==> config.mk <==
export PLATFORM = sky130hd
export DESIGN_NAME = y_fetch_pc
export DESIGN_NICKNAME = d
export VERILOG_FILES = /design/src/rtl/y_fetch_pc.sv
export SDC_FILE = /design/constraint.sdc
export NUM_CORES = 1
export LEC_CHECK = 0
export ABC_AREA = 1
export BUFFER_PORTS_ARGS = -buffer_cell sky130_fd_sc_hd__buf_2
export CAP_MARGIN = 20
export CORE_AREA = 2 2 114 116
export CTS_CLUSTER_SIZE = 25
export DETAILED_ROUTE_END_ITERATION = 7
export DIE_AREA = 0 0 116 118
export PLACE_DENSITY_LB_ADDON = 0.1
export SLEW_MARGIN = 30
export SYNTH_ARGS = -nofsm -noshare
export SYNTH_HDL_FRONTEND = slang
export SYNTH_SLANG_ARGS = --single-unit
==> constraint.sdc <==
create_clock -name clk -period 1.8 [get_ports clk]
set_clock_uncertainty 0.05 [all_clocks]
set_input_delay 0.27 -clock clk [delete_from_list [all_inputs] [get_ports clk]]
set_output_delay 0.27 -clock clk [all_outputs]
set_load 0.05 [all_outputs]
==> src/rtl/y_fetch_pc.sv <==
// Instruction-fetch front end: PC register with sequential/redirect next-PC select,
// req/ack fetch from instruction memory and a one-entry buffer towards decode.
module y_fetch_pc #(
    parameter int unsigned          ADDR_W   = 32,
    parameter int unsigned          DATA_W   = 32,
    parameter logic [ADDR_W-1:0]    RESET_PC = '0
) (
    input  logic                clk,
    input  logic                rst_n,
    input  logic                redirect_valid,
    input  logic [ADDR_W-1:0]   redirect_pc,
    output logic                imem_req,
    output logic [ADDR_W-1:0]   imem_addr,
    input  logic                imem_ack,
    input  logic [DATA_W-1:0]   imem_rdata,
    output logic                inst_valid,
    input  logic                inst_ready,
    output logic [DATA_W-1:0]   inst,
    output logic [ADDR_W-1:0]   inst_pc
);

    localparam logic [ADDR_W-1:0] ALIGN_MASK = ~ADDR_W'(3);
    localparam logic [ADDR_W-1:0] PC_STEP    = ADDR_W'(4);

    typedef enum logic [1:0] {
        IDLE  = 2'd0,
        FETCH = 2'd1,
        OUT   = 2'd2
    } state_t;

    state_t              state, state_nxt;
    logic [ADDR_W-1:0]   pc, pc_nxt;
    logic [ADDR_W-1:0]   pend_pc, pend_pc_nxt;
    logic                flush, flush_nxt;
    logic [DATA_W-1:0]   inst_nxt;
    logic [ADDR_W-1:0]   inst_pc_nxt;

    logic [ADDR_W-1:0]   redirect_tgt;
    logic [ADDR_W-1:0]   pc_seq;
    logic [ADDR_W-1:0]   pc_target;
    logic                pc_load;
    logic                pc_take_target;

    assign redirect_tgt = redirect_pc & ALIGN_MASK;
    assign pc_seq       = pc + PC_STEP;

    // Next-PC select: target on redirect or flush commit, otherwise PC+4
    always_comb begin
        pc_nxt = pc;
        if (pc_load) begin
            pc_nxt = pc_take_target ? pc_target : pc_seq;
        end
    end

    // Next-state and datapath control
    always_comb begin
        state_nxt      = state;
        flush_nxt      = flush;
        pend_pc_nxt    = pend_pc;
        inst_nxt       = inst;
        inst_pc_nxt    = inst_pc;
        pc_load        = 1'b0;
        pc_take_target = 1'b0;
        pc_target      = redirect_tgt;

        case (state)
            IDLE: begin
                state_nxt = FETCH;
                if (redirect_valid) begin
                    pc_load        = 1'b1;
                    pc_take_target = 1'b1;
                end
            end
            FETCH: begin
                if (imem_ack) begin
                    if (redirect_valid) begin
                        pc_load        = 1'b1;
                        pc_take_target = 1'b1;
                        flush_nxt      = 1'b0;
                    end else if (flush) begin
                        pc_load        = 1'b1;
                        pc_take_target = 1'b1;
                        pc_target      = pend_pc;
                        flush_nxt      = 1'b0;
                    end else begin
                        inst_nxt    = imem_rdata;
                        inst_pc_nxt = pc;
                        state_nxt   = OUT;
                    end
                end else if (redirect_valid) begin
                    // address must stay stable until ack, so park the target
                    pend_pc_nxt = redirect_tgt;
                    flush_nxt   = 1'b1;
                end
            end
            OUT: begin
                if (redirect_valid) begin
                    pc_load        = 1'b1;
                    pc_take_target = 1'b1;
                    state_nxt      = FETCH;
                end else if (inst_ready) begin
                    pc_load   = 1'b1;
                    state_nxt = FETCH;
                end
            end
            default: begin
                state_nxt = IDLE;
            end
        endcase
    end

    // State and registered outputs
    always_ff @(posedge clk or negedge rst_n) begin
        if (!rst_n) begin
            state      <= IDLE;
            pc         <= RESET_PC;
            flush      <= 1'b0;
            pend_pc    <= '0;
            inst       <= '0;
            inst_pc    <= '0;
            imem_req   <= 1'b0;
            inst_valid <= 1'b0;
        end else begin
            state      <= state_nxt;
            pc         <= pc_nxt;
            flush      <= flush_nxt;
            pend_pc    <= pend_pc_nxt;
            inst       <= inst_nxt;
            inst_pc    <= inst_pc_nxt;
            imem_req   <= (state_nxt == FETCH);
            inst_valid <= (state_nxt == OUT);
        end
    end

    assign imem_addr = pc;

endmodule

==> out/qor.yml, run 1 <==
clock_tree:
  cts_tree: "done"
  cts_inserted_buffers: 17
  clkTransAtPathRegs_ps: 50
  post_cts_buffers: 0
  cts_root_buffer: "clkbuf_16"
  clockBufferDepth: 2
  htreeDepth: 4
  clk_latency_ps: 420
  cts_sinks: 127
sta:
  tightest_slew_ps: 541.4
  min_period_ps: 1639
  fin_tns_setup_ps: 0
  fin_ws_ps: 161.2
  drv_slew: 0
  fin_crit_sh: 0.9104
  hold_viol: 0
  maxSlewHeadroom: 0.6391
  fmax_mhz: 610.2
  setup_viol: 0
die:
  die_y_um: 118
  core_um2: 12410
  num_rows: 41
  die_x_um: 116
  io_pins: 167
  start_util: 0.5206
  die_area_um2: 13690
cells_and_area:
  diodes: 0
  final_util: 0.6554
  drive_gt1_frac: 0.2816
  fin_cells: 1152
  nets: 1038
  fill_cells: 1129
  syn2layout_area_growth_pct: 25.91
grt:
  grt_pass1_vias: 5202
  grt_usage: 0.2324
  grt_antenna_before_repair: 0
  grt_first_pass_wirelength_um: 24800
  grt_max_degree: 63
  grt_overflow: 0
run:
  maxCapViolations: 0
synth:
  synth_warnings: 0
  synth-seq-cells: 127
  ys_types: 30
  netlist_instances: 799
  yosysSeqAreaShare: 0.4918
  avgSynthCellArea_um2: 8.088
  synth_area_um2: 6462
route:
  viasPerCell: 4.858
  first_iter_violations: 282
  vias: 5596
  avgRoutedWirePerCell_um: 13.25
  wirelength_um: 15270
  drc_errors: 0
  dr.pass1.iters: 5
  ant_nets: 0
outcome:
  run_status: "finished, final reports clean"
setup_path:
  start_kind: "flop"
  worstPathRequired_ps: 2050
  arrival_ps: 1890
  crit_type: "flop to flop"
  crit_fanout: 26
  worstSetupEndpointType: "flop"
place:
  hpwlAfterDp_um: 11400
  gp_congestion: 0.9060
  place_ws_ps: 143.5
  dp.cells: 1120
  io_buffers: 160
power:
  total_leakage_power_uw: 0.004292
  irDropWorstVdd_v: 0.0008489
  powerDensity_nw_per_um2: 2192
min_path:
  hold_path.class: "input pin to flop"
## placed cells by master, fill, tap and decap left out, drive strengths merged
cell         count
a211oi           1
a21oi           17
a31oi            5
buf            181
bufinv           3
clkbuf          25
clkinv           3
conb             4
dfrtp          127
dlygate4sd3      1
ha               1
inv            109
mux2            38
nand2          248
nand3           46
nor2            75
nor3             2
o211ai          16
o21ai           73
o31ai            1
xor2             4
## sequential cells by signal, indices dropped and copies added (netlist names)
| register | flops |
|---|---|
| state | 2 |
| pend_pc | 30 |
| imem_req | 1 |
| inst_pc | 30 |
| inst | 32 |
| inst_valid | 1 |
| flush | 1 |
| imem_addr | 30 |
## synth_stat cells
master,instances,area share
inv_1,105,0.061
nor3_1,2,0.0015
nor2_4,1,0.0017
nand3_1,45,0.035
a211oi_2,1,0.0019
nor2_2,9,0.0087
nand2_4,2,0.0035
nand2_2,6,0.0058
nor2_8,1,0.0031
buf_2,16,0.012
o21ai_1,17,0.013
buf_4,13,0.015
xor2_1,4,0.0054
o21ai_0,56,0.043
ha_1,1,0.0019
inv_4,1,0.00097
nor2_1,64,0.037
dfrtp_1,127,0.49
buf_6,3,0.0052
inv_2,3,0.0017
mux2_2,38,0.066
a21oi_1,15,0.012
o31ai_1,1,0.0012
clkbuf_1,3,0.0017
nand2_1,240,0.14
a21oi_2,2,0.0027
a31oi_1,5,0.0048
conb_1,1,0.00058
nand3_4,1,0.0027
o211ai_1,16,0.019
## logic make-up after synthesis
family / Yosys count / synth area share
xor+xnor: 4 / 0.005421
compound gates: 113 / 0.09739
simple gates: 371 / 0.2385
buf+inv: 144 / 0.09816
fa+ha+maj: 1 / 0.001936
other cells: 1 / 0.0005803
flops: 127 / 0.4918
mux: 38 / 0.06621
## power breakdown
group	total [µW]	switching (µW)	internal, µW
Clock	3460	1160	2310
Combinational	9100	6630	2470
Sequential	5270	1010	4260
## repair_timing
| action | in CTS | in global routing |
|---|---|---|
| endpoints found under the hold margin | 26 | 0 |
| hold buffers | 1 | 0 |
| gates resized for setup | 0 | 4 |
| setup endpoints to repair | 0 | 3 |
## routing by layer
metal	part of all wire	GRT usage
met1	0.47	0.3175
met2	0.46	0.3556
met3	0.056	0.05767
met4	0.020	0.09003
met5	0	0
## stage by stage
step | hold WS (ps) | area [µm²] | total power [µW]
2_1_floorplan | -75.59 | 6476 | 12090
3_3_place_gp | 204.8 | 7517 | 14290
3_5_place_dp | 202.5 | 7517 | 14410
4_1_cts | 15.41 | 8128 | 17950
5_1_grt | 17.77 | 8137 | 19000
6_report | 27.55 | 8137 | 17840
## worst max-delay path, cell delays in order (launching register included)
cell and delay, ps:
dfrtp_1 440, inv_2 100, nand3_4 100, nor2_8 130
buf_4 280, nand2_1 80, o211ai_1 90, nand2_1 80
inv_1 90, a21oi_1 70
## final cells by class
type	count	area [µm²]	share of cell area
well taps	172	215.2	0.02645
repair buffers	182	1059	0.1301
clock inverters	6	105.1	0.01292
multi-input cells	531	2666	0.3277
clock buffers	25	495.5	0.06089
inverters	109	414.1	0.05090
flip-flops and latches	127	3182	0.3911
## final timing paths
check                                    start       endpoint  slack, ps  depth (start not counted)
min in group asynchronous                rst_n       inst[24]        290                          2
worst min-delay path            imem_rdata[19]       inst[19]         30                          2
worst max-delay path                  state[1]  imem_addr[22]        160                          9
worst min register to register      inst_pc[7]     inst_pc[7]        430                          2
max in group asynchronous                rst_n    inst_pc[11]        860                          3
worst max register to register        state[1]  imem_addr[22]        160                          9
Note: power is estimated with default switching activity, not from simulation.
==> run 2, diff against run 1 <==
PLACE_DENSITY = 0.84   (was not set)
PLACE_DENSITY_LB_ADDON = not set   (was 0.1)
==> out/qor.yml, run 2 (synthesis results as in run 1) <==
outcome:
  run_status: "finished, final reports clean"
clock_tree:
  htreeDepth: 4
  cts_tree: "done"
  cts_inserted_buffers: 17
  post_cts_buffers: 0
  clk_latency_ps: 420
  cts_root_buffer: "clkbuf_16"
  clkTransAtPathRegs_ps: 50
  cts_sinks: 127
  clockBufferDepth: 2
grt:
  grt_first_pass_wirelength_um: 25190
  grt_usage: 0.2362
  grt_overflow: 0
  grt_max_degree: 128
  grt_pass1_vias: 5285
  grt_antenna_before_repair: 0
sta:
  setup_viol: 0
  tightest_slew_ps: 678.1
  fin_crit_sh: 0.9373
  min_period_ps: 1687
  drv_slew: 0
  maxSlewHeadroom: 0.5479
  fmax_mhz: 592.7
  holdWs_ps: 35.17
  hold_viol: 0
die:
  die_y_um: 118
  start_util: 0.5206
  num_rows: 41
  die_area_um2: 13690
  io_pins: 167
  core_um2: 12410
  die_x_um: 116
cells_and_area:
  final_common_cell: "nand2_1"
  nets: 1036
  fin_area_um2: 8127
  diodes: 0
  regMostFlops: "inst"
  syn2layout_area_growth_pct: 25.75
  final_util: 0.6546
  mostFrequentLayoutCells: "nand2_1 (240), buf_2 (159), dfrtp_1 (125)"
  largest_register_ffs: 32
  drive_gt1_frac: 0.2860
place:
  hpwlAfterDp_um: 11630
  io_buffers: 160
  gp_congestion: 0.9228
  place_area_um2: 7465
setup_path:
  crit_type: "flop to flop"
  r2r-start: "flush"
  r2r_cells: 9
  start_kind: "flop"
  worstPathRequired_ps: 2040
  rr_endpoint: "imem_addr[13]"
  worstSetupEndpointType: "flop"
  setup.reg_to_reg.worst_slack_ps: 110
  crit_fanout: 29
  arrival_ps: 1930
route:
  vias: 5637
  avgRoutedWirePerCell_um: 13.75
  first_iter_violations: 380
  dr.pass1.iters: 5
  ant_nets: 0
  viasPerCell: 4.897
  drc_errors: 0
  wirelength_um: 15830
min_path:
  hold_path.class: "input pin to flop"
  min_delay_path_depth: 2
  holdPathEnd: "inst[28]"
  hp-start: "imem_rdata[28]"
power:
  total_power_uw: 18060
  irDropWorstVdd_v: 0.0007069
  powerDensity_nw_per_um2: 2222
  total_leakage_power_uw: 0.004279
run:
  maxCapViolations: 0
[run 2: cell count changes in the layout (fill, tap and decap cells not counted), moves of 2 or more]
cell,previous run,this run
nor2_1,64,62
clkbuf_1,4,1
clkbuf_8,4,2
clkinv_2,3,6
clkinvlp_4,0,2
nor2_4,2,4
buf_12,7,4
[run 2: critical path, stage by stage, from the launching register on]
cell     delay [ps]
dfrtp_1         400
nor2_1          170
inv_1           110
nand2_4         110
nand2_4         130
inv_2           100
buf_12          170
nand3_1         110
nand3_1         110
o21ai_0          90
[run 2: metal layers]
| layer | wire length (µm) | vias to the layer above | global-route usage |
|---|---|---|---|
| met5 | 0 | - | 0 |
| met4 | 401 | 0 | 0.08705 |
| met3 | 1253 | 31 | 0.07364 |
| met2 | 7335 | 218 | 0.3681 |
| met1 | 6842 | 2542 | 0.3087 |
| li1 | - | 2846 | - |
[run 2: what timing repair did]
action,in CTS,in global routing
gates resized for setup,0,9
hold buffers,1,0
endpoints found under the setup margin,0,9
hold endpoints to repair,127,0
[run 2: worst max-delay path by stage]
stage | from | to | slack, ps | cells past startpoint
finish | flush | imem_addr[13] | 110 | 9
global route | imem_addr[10] | imem_addr[16] | -4 | 8
CTS | imem_addr[2] | imem_addr[16] | 100 | 10
detailed placement | imem_addr[2] | imem_addr[16] | 110 | 10
global placement | imem_addr[2] | imem_addr[16] | 130 | 10
floorplan | imem_addr[10] | imem_addr[21] | 50 | 9
[run 2: final cells by class]
| cell class | instances | area (µm²) |
|---|---|---|
| inverter | 109 | 414.1 |
| timing repair buffer | 180 | 1006 |
| multi-input combinational | 531 | 2689 |
| clock inverter | 12 | 165.2 |
| fill | 1066 | 4288 |
| sequential | 127 | 3181 |
| clock buffer | 20 | 456.7 |
| tap | 172 | 215.2 |
[run 2: through the flow]
step	setup slack [ps]	std cells	setup TNS [ps]
final	112.8	1151	0
after global routing	-4.236	1151	-4.236
after CTS	97.84	1151	0
after detailed placement	106.1	1118	0
after global placement	130.7	1118	0
after floorplan	51.69	802	0
[run 2: where the power goes]
group / internal [µW] / switching [µW] / leakage (µW) / total, µW
clock network: 2370 / 1200 / 0.000305 / 3570
logic: 2470 / 6780 / 0.00245 / 9250
registers: 4260 / 977 / 0.00152 / 5240
total: 9100 / 8950 / 0.00428 / 18100
